## src/rtl/zero_pattern_gen_pkg.sv

```systemverilog
// Shared types and constants for the zero-pattern generator.
//   state_t   : controller states
//   MAX_ZEROS : largest legal zero count for an 8-bit value
//   BINOM     : C(8,k) for k = 0..8, i.e. number of patterns per target
package zero_pattern_gen_pkg;

  localparam int MAX_ZEROS = 8;

  typedef enum logic [1:0] {
    IDLE = 2'd0,
    SCAN = 2'd1,
    HOLD = 2'd2
  } state_t;

  // Entry k is C(8,k). The table is symmetric, so the listing order reads
  // the same from either end.
  localparam logic [8:0][6:0] BINOM = {
    7'd1, 7'd8, 7'd28, 7'd56, 7'd70, 7'd56, 7'd28, 7'd8, 7'd1
  };

  // Sequence length for a target; out-of-range targets never reach here
  // because they are rejected at start.
  function automatic logic [6:0] binom8(input logic [3:0] k);
    if (k > 4'(MAX_ZEROS)) return 7'd0;
    return BINOM[k];
  endfunction

endpackage

```

## src/rtl/zero_pattern_gen_if.sv

```systemverilog
// Output stream of the zero-pattern generator.
//   out_data  : generated byte
//   out_valid : out_data holds a pattern
//   out_ready : downstream accept (transfer = valid & ready)
//   out_last  : final pattern of the sequence
interface zero_pattern_gen_if;
  logic [7:0] out_data;
  logic       out_valid;
  logic       out_ready;
  logic       out_last;

  modport master (output out_data, output out_valid, output out_last, input out_ready);
  modport slave  (input out_data, input out_valid, input out_last, output out_ready);
endinterface

```

## src/rtl/zero_pattern_gen_byte_zero_counter.sv

```systemverilog
// Combinational count of zero bits in a byte.
//   din   : byte under test
//   zeros : number of bits of din that are 0 (0..8)
module byte_zero_counter (
  input  logic [7:0] din,
  output logic [3:0] zeros
);
  always_comb begin
    zeros = '0;
    for (int i = 0; i < 8; i++) zeros = zeros + {3'b000, ~din[i]};
  end
endmodule

```

## src/rtl/zero_pattern_gen.sv

```systemverilog
// Emits, in ascending order, every byte whose zero-bit count equals the
// requested count, over a valid/ready stream.
//   clk, rst_n : clock, async active-low reset
//   start      : request, sampled only in IDLE
//   count_in   : wanted zero count (0..8); larger values raise err
//   busy       : high outside IDLE
//   done       : one-cycle pulse after the final transfer
//   err        : one-cycle pulse for an illegal count_in at start
//   stream     : pattern output (data/valid/last, ready back)
module zero_pattern_gen
  import zero_pattern_gen_pkg::*;
(
  input  logic                      clk,
  input  logic                      rst_n,
  input  logic                      start,
  input  logic [3:0]                count_in,
  output logic                      busy,
  output logic                      done,
  output logic                      err,
  zero_pattern_gen_if.master        stream
);

  state_t     state, state_nxt;
  logic [7:0] cand;
  logic [7:0] data_q;
  logic [3:0] target;
  logic [3:0] zeros;
  logic [6:0] emitted;
  logic       valid_q;
  logic       last_q;
  logic       hit;
  logic       xfer;
  logic       start_ok;

  byte_zero_counter u_zc (.din(cand), .zeros(zeros));

  assign hit      = (zeros == target);
  assign xfer     = valid_q && stream.out_ready;
  assign start_ok = start && (count_in <= 4'(MAX_ZEROS));

  assign busy             = (state != IDLE);
  assign stream.out_data  = data_q;
  assign stream.out_valid = valid_q;
  assign stream.out_last  = last_q;

  always_ff @(posedge clk or negedge rst_n) begin
    if (!rst_n) state <= IDLE;
    else        state <= state_nxt;
  end

  always_comb begin
    state_nxt = state;
    case (state)
      IDLE:    if (start_ok) state_nxt = SCAN;
      SCAN:    if (hit) state_nxt = HOLD;
      HOLD:    if (xfer) state_nxt = last_q ? IDLE : SCAN;
      default: state_nxt = IDLE;
    endcase
  end

  always_ff @(posedge clk or negedge rst_n) begin
    if (!rst_n) begin
      cand    <= '0;
      data_q  <= '0;
      target  <= '0;
      emitted <= '0;
      valid_q <= 1'b0;
      last_q  <= 1'b0;
      done    <= 1'b0;
      err     <= 1'b0;
    end else begin
      done <= 1'b0;
      err  <= 1'b0;
      case (state)
        IDLE: if (start) begin
          if (start_ok) begin
            target  <= count_in;
            cand    <= '0;
            emitted <= '0;
          end else begin
            err <= 1'b1;
          end
        end
        SCAN: if (hit) begin
          data_q  <= cand;
          valid_q <= 1'b1;
          last_q  <= (emitted + 7'd1 == binom8(target));
        end else begin
          cand <= cand + 8'd1;
        end
        HOLD: if (xfer) begin
          valid_q <= 1'b0;
          if (last_q) begin
            // Candidate is left alone so it never steps past 0xFF.
            last_q <= 1'b0;
            done   <= 1'b1;
          end else begin
            emitted <= emitted + 7'd1;
            cand    <= cand + 8'd1;
          end
        end
        default: ;
      endcase
    end
  end

endmodule

```

## src/flat_wrapper.sv

```systemverilog
// flat-port wrapper written by rule: the top's interface ports become plain ports
module zero_pattern_gen_flat import zero_pattern_gen_pkg::*;
  (clk, rst_n, start, count_in, busy, done, err, stream_out_data, stream_out_valid, stream_out_last, stream_out_ready);
  zero_pattern_gen_if stream_i ();
  input  logic clk;
  input  logic rst_n;
  input  logic start;
  input  logic [3:0] count_in;
  output logic busy;
  output logic done;
  output logic err;
  output wire logic [$bits(stream_i.out_data)-1:0] stream_out_data;
  output wire logic [$bits(stream_i.out_valid)-1:0] stream_out_valid;
  output wire logic [$bits(stream_i.out_last)-1:0] stream_out_last;
  input wire logic [$bits(stream_i.out_ready)-1:0] stream_out_ready;
  assign stream_out_data = stream_i.out_data;
  assign stream_out_valid = stream_i.out_valid;
  assign stream_out_last = stream_i.out_last;
  assign stream_i.out_ready = stream_out_ready;
  zero_pattern_gen u_core (.clk(clk), .rst_n(rst_n), .start(start), .count_in(count_in), .busy(busy), .done(done), .err(err), .stream(stream_i));
endmodule
```

## config.mk

```make
export PLATFORM = sky130hd
export DESIGN_NAME = zero_pattern_gen_flat
export DESIGN_NICKNAME = d
export VERILOG_FILES = /design/src/rtl/zero_pattern_gen_pkg.sv /design/src/rtl/zero_pattern_gen_if.sv /design/src/rtl/zero_pattern_gen_byte_zero_counter.sv /design/src/rtl/zero_pattern_gen.sv /design/src/flat_wrapper.sv
export SDC_FILE = /design/constraint.sdc
export NUM_CORES = 1
export LEC_CHECK = 0
export CAP_MARGIN = 20
export CORE_ASPECT_RATIO = 0.7
export CORE_MARGIN = 2
export CORE_UTILIZATION = 59
export CTS_BUF_LIST = sky130_fd_sc_hd__clkbuf_2 sky130_fd_sc_hd__clkbuf_4 sky130_fd_sc_hd__clkbuf_8
export DETAILED_ROUTE_END_ITERATION = 10
export PLACE_DENSITY_LB_ADDON = 0.05
export SYNTH_ARGS = -nofsm -noshare
export SYNTH_HDL_FRONTEND = slang
export SYNTH_HIERARCHICAL = 1
export SYNTH_SLANG_ARGS = --single-unit
export TNS_END_PERCENT = 30
```

## constraint.sdc

```tcl
create_clock -name clk -period 5.25 [get_ports clk]
set_clock_uncertainty 0.2 [all_clocks]
set_input_delay 0.7875 -clock clk [delete_from_list [all_inputs] [get_ports clk]]
set_output_delay 0.7875 -clock clk [all_outputs]
set_load 0.02 [all_outputs]
```

==> qor.yml, run 1 <==
outcome: "complete, no violations"
insertion_delay_ns: 0.28
synth_edf_count: 0
yosys-top-cells-area: "dfrtp_1 (39%), ha_1 (8.3%), o21ai_0 (5.0%), mux2_2 (4.8%), fa_1 (3.8%)"
vias: 1691
hold_class: "reg2reg"
io_buffer_count: 20
clk_path_buf_depth: 2
required_ns: 5.19
netlist_area_sq_um: 2120
hold_viol: 0
chipWidth_um: 75.6
worstSetupEndpointType: "flip-flop"
synthCells: 218
peakVddDrop_v: 0.000448
arrival_ns: 4.49
ys_ff_latch: 33
synth_nets: 244
drc: 0
nets: 266
first_pass_iters: 5
initial_core_util_pct: 61.0
die_h_um: 54.1
htree_levels: 2
grtUsageTotal_pct: 25.0
maxSlewHeadroom_pct: 64.7
drive_gt1_share_pct: 9.13
cellLeakagePower_nw: 1.08
io_pins: 21
grt_pass1_wl_um: 7490
period_needed_ns: 4.55
synthFlopType: "dfrtp_1"
postCtsSetupBuffers: 0
cpMostUsedCell: "fa_1"
synthDistinctLibCells: 48
drt-total-wl_um: 4520
pwr_density_cell_nw_per_um2: 703
final_core_util_pct: 70.4
synthToLayoutAreaGrowth_pct: 15.4
path_class: "reg2reg"
cts-resized-gates: 0
yosysSeqAreaShare_pct: 39.0
avgSynthCellArea_sq_um: 9.71
wire_per_inst_um: 15.5
rr_worst_depth: 13
tightest_slew_ns: 0.525
critPathMaxFanout: 9
maxCapViolations: 0
min_delay_path_depth: 1
r2r_slack_ns: 0.70
finalSetupViolations: 0
antenna_found_initial: 0
core_sq_um: 3470
worstPathCellList: "fa_1, inv_1, fa_1, fa_1, ha_1, inv_1, fa_1, xnor2_1, xnor2_1, nand4_1, o211ai_2, or2_0, o221ai_1"
yosysWarnings: 6
r2r-end: "u_core/cand[7]"
cts_root_buf: "clkbuf_8"
hpwl_um: 3350
fp-row-count: 18
grt-ovfl-total: 0
numCtsBuffers: 5
cts.clk_slew.worst_paths_ns: 0.07
maxSlewViolCount: 0
cp.buffers_inverters: 2
min_period_over_period_pct: 86.7
cts_hold_buf: 0
fin_area_sq_um: 2440
critPathMaxStageDelay_ns: 0.56
synthArstFlopShare_pct: 100
cts_tree: "done"
nFillCells: 279
placed_area_sq_um: 2350
fin_tns_setup_ns: 0
synth_top_area_cell: "dfrtp_1"
min_to: "u_core/emitted[6]"
detail-route-antenna-nets: 0
dr.first_iter.drc_count: 129
die_area_sq_um: 4090
rsz0062_at_grt: "no"
n_antenna_cell: 0
critPathTopFamily: "adder cells"
timing.rr.start: "u_core/cand[0]"
first_global_vias: 1625
cp_slowest_cell: "fa_1"
place.gp.congestion: 0.817
worstHoldStart: "u_core/emitted[6]"
cts_num_sinks: 33
netlist.area_leader.share_pct: 39.0
start_kind: "flip-flop"
grt_start_max_net_pins: 34
vias_per_cell: 5.81
fmax_mhz: 220
[sequential cells by signal (all words and copies together), names as in the netlist]
register                 count
u_core/emitted               7
u_core/target                4
u_core/stream.out_valid      1
u_core/done                  1
u_core/err                   1
u_core/stream.out_last       1
u_core/stream.out_data       8
u_core/cand                  8
u_core/state                 2
[cell usage in the layout, fill, tap and decap left out, types with 2 or more instances in the layout]
| cell type | instances |
|---|---|
| inv_1 | 21 |
| o221ai_1 | 5 |
| xor2_1 | 4 |
| and3_1 | 6 |
| nor2b_1 | 2 |
| ha_1 | 14 |
| nand3b_1 | 7 |
| fa_1 | 4 |
| a21o_1 | 2 |
| nand2b_1 | 4 |
| o21ai_0 | 21 |
| nor3_1 | 2 |
| nand4_1 | 4 |
| mux2_2 | 9 |
| dfrtp_1 | 33 |
| nand3_1 | 3 |
| clkdlybuf4s50_1 | 20 |
| clkinv_2 | 2 |
| nand2_1 | 19 |
| nor2_1 | 6 |
| clkbuf_8 | 5 |
| or3_1 | 4 |
| a21oi_1 | 9 |
| o22ai_1 | 2 |
| xnor2_1 | 6 |
| mux2i_1 | 3 |
[synth_stat cells (2+ instances only)]
library cell	count
a21o_1	2
a21oi_1	9
and3_1	6
clkbuf_1	4
dfrtp_1	33
fa_1	4
ha_1	14
inv_1	21
mux2_2	9
mux2i_1	3
nand2_1	19
nand2b_1	4
nand3_1	3
nand3b_1	7
nand4_1	4
nor2_1	6
nor2b_1	2
nor3_1	2
o21ai_0	21
o221ai_1	5
o22ai_1	2
or3_1	4
xnor2_1	6
xor2_1	4
[how the worst max path moves through the flow]
stage / endpoint / cells past startpoint / slack (ns) / from
after global placement: u_core/cand[7] / 13 / 0.97 / u_core/cand[0]
after detailed placement: u_core/cand[7] / 13 / 0.76 / u_core/cand[0]
after CTS: u_core/cand[7] / 13 / 0.75 / u_core/cand[0]
final: u_core/cand[7] / 13 / 0.70 / u_core/cand[0]
after global routing: u_core/cand[3] / 13 / 0.47 / u_core/cand[5]
after floorplan: u_core/cand[7] / 14 / 1.19 / u_core/cand[0]
[worst register-to-register path: cells and delay by family, from the launching register on]
| family | cells | cell delay [ns] |
|---|---|---|
| XOR/XNOR | 2 | 0.37 |
| adder cells (fa/ha/maj) | 5 | 2.09 |
| AO/OA/AOI/OAI | 2 | 0.55 |
| flip-flops | 1 | 0.45 |
| AND/OR/NAND/NOR | 2 | 0.65 |
| buffers and inverters | 2 | 0.11 |
[cells by family (layout without fill, tap and decap cells)]
family                   Yosys count  after routing  share of synthesized area [%]
XOR/XNOR                          10             10                           4.14
adder cells (fa/ha/maj)           18             18                           12.1
AO/OA/AOI/OAI                     56             56                           17.7
multiplexers                      12             12                           6.21
buffers and inverters             27             50                           5.20
flip-flops                        33             33                           39.0
AND/OR/NAND/NOR                   62             62                           15.7
[per-stage QoR]
step | worst slack, ns | std cells | power (W) | hold slack (ns)
after floorplan | 1.19 | 218 | 0.00124 | 0.258
after global placement | 0.966 | 283 | 0.00143 | 0.275
after detailed placement | 0.764 | 283 | 0.00151 | 0.278
after CTS | 0.750 | 291 | 0.00171 | 0.296
after global routing | 0.467 | 291 | 0.00186 | 0.323
final | 0.699 | 291 | 0.00172 | 0.298
[area by class of cell]
cell class	instances	area, sq um	area share, %
clock buffers	6	76.3	3.13
clock inverters	2	10.0	0.410
inverters	21	78.8	3.23
multi-input cells	158	1180	48.3
flip-flops and latches	33	826	33.8
well taps	50	62.6	2.56
repair buffers	21	208	8.51
[power by group]
group	switching, W	internal [W]	leakage, nW
registers	0.000103	0.000338	0.438
clock network	0.0000899	0.0000969	0.0484
logic	0.000618	0.000471	0.596
total	0.000811	0.000905	1.08
[per-layer routing]
layer  wire, um  GRT usage (%)  up-vias
met5          0              0        -
met4         27           8.19        0
met3        367           6.18        5
met2       1950           37.2       65
met1       2180           35.7      806
li1           -              -      815
(Power assumes the default switching activity.)
==> run 2: changes to the inputs <==
--- a/config.mk
+++ b/config.mk
@@ -10,7 +10,9 @@
 export CORE_MARGIN = 2
 export CORE_UTILIZATION = 59
 export CTS_BUF_LIST = sky130_fd_sc_hd__clkbuf_2 sky130_fd_sc_hd__clkbuf_4 sky130_fd_sc_hd__clkbuf_8
+export CTS_CLUSTER_SIZE = 24
 export DETAILED_ROUTE_END_ITERATION = 10
+export GPL_ROUTABILITY_DRIVEN = 0
 export PLACE_DENSITY_LB_ADDON = 0.05
 export SYNTH_ARGS = -nofsm -noshare
 export SYNTH_HDL_FRONTEND = slang
==> results of run 2 <==
The final DEF is identical to that of run 1; final timing and power are the same.
==> run 3: changes to the inputs <==
--- a/config.mk
+++ b/config.mk
@@ -12,7 +12,6 @@
 export CTS_BUF_LIST = sky130_fd_sc_hd__clkbuf_2 sky130_fd_sc_hd__clkbuf_4 sky130_fd_sc_hd__clkbuf_8
 export CTS_CLUSTER_SIZE = 24
 export DETAILED_ROUTE_END_ITERATION = 10
-export GPL_ROUTABILITY_DRIVEN = 0
 export PLACE_DENSITY_LB_ADDON = 0.05
 export SYNTH_ARGS = -nofsm -noshare
 export SYNTH_HDL_FRONTEND = slang
==> results of run 3 <==
The final DEF is identical to that of run 1; final timing and power are the same.
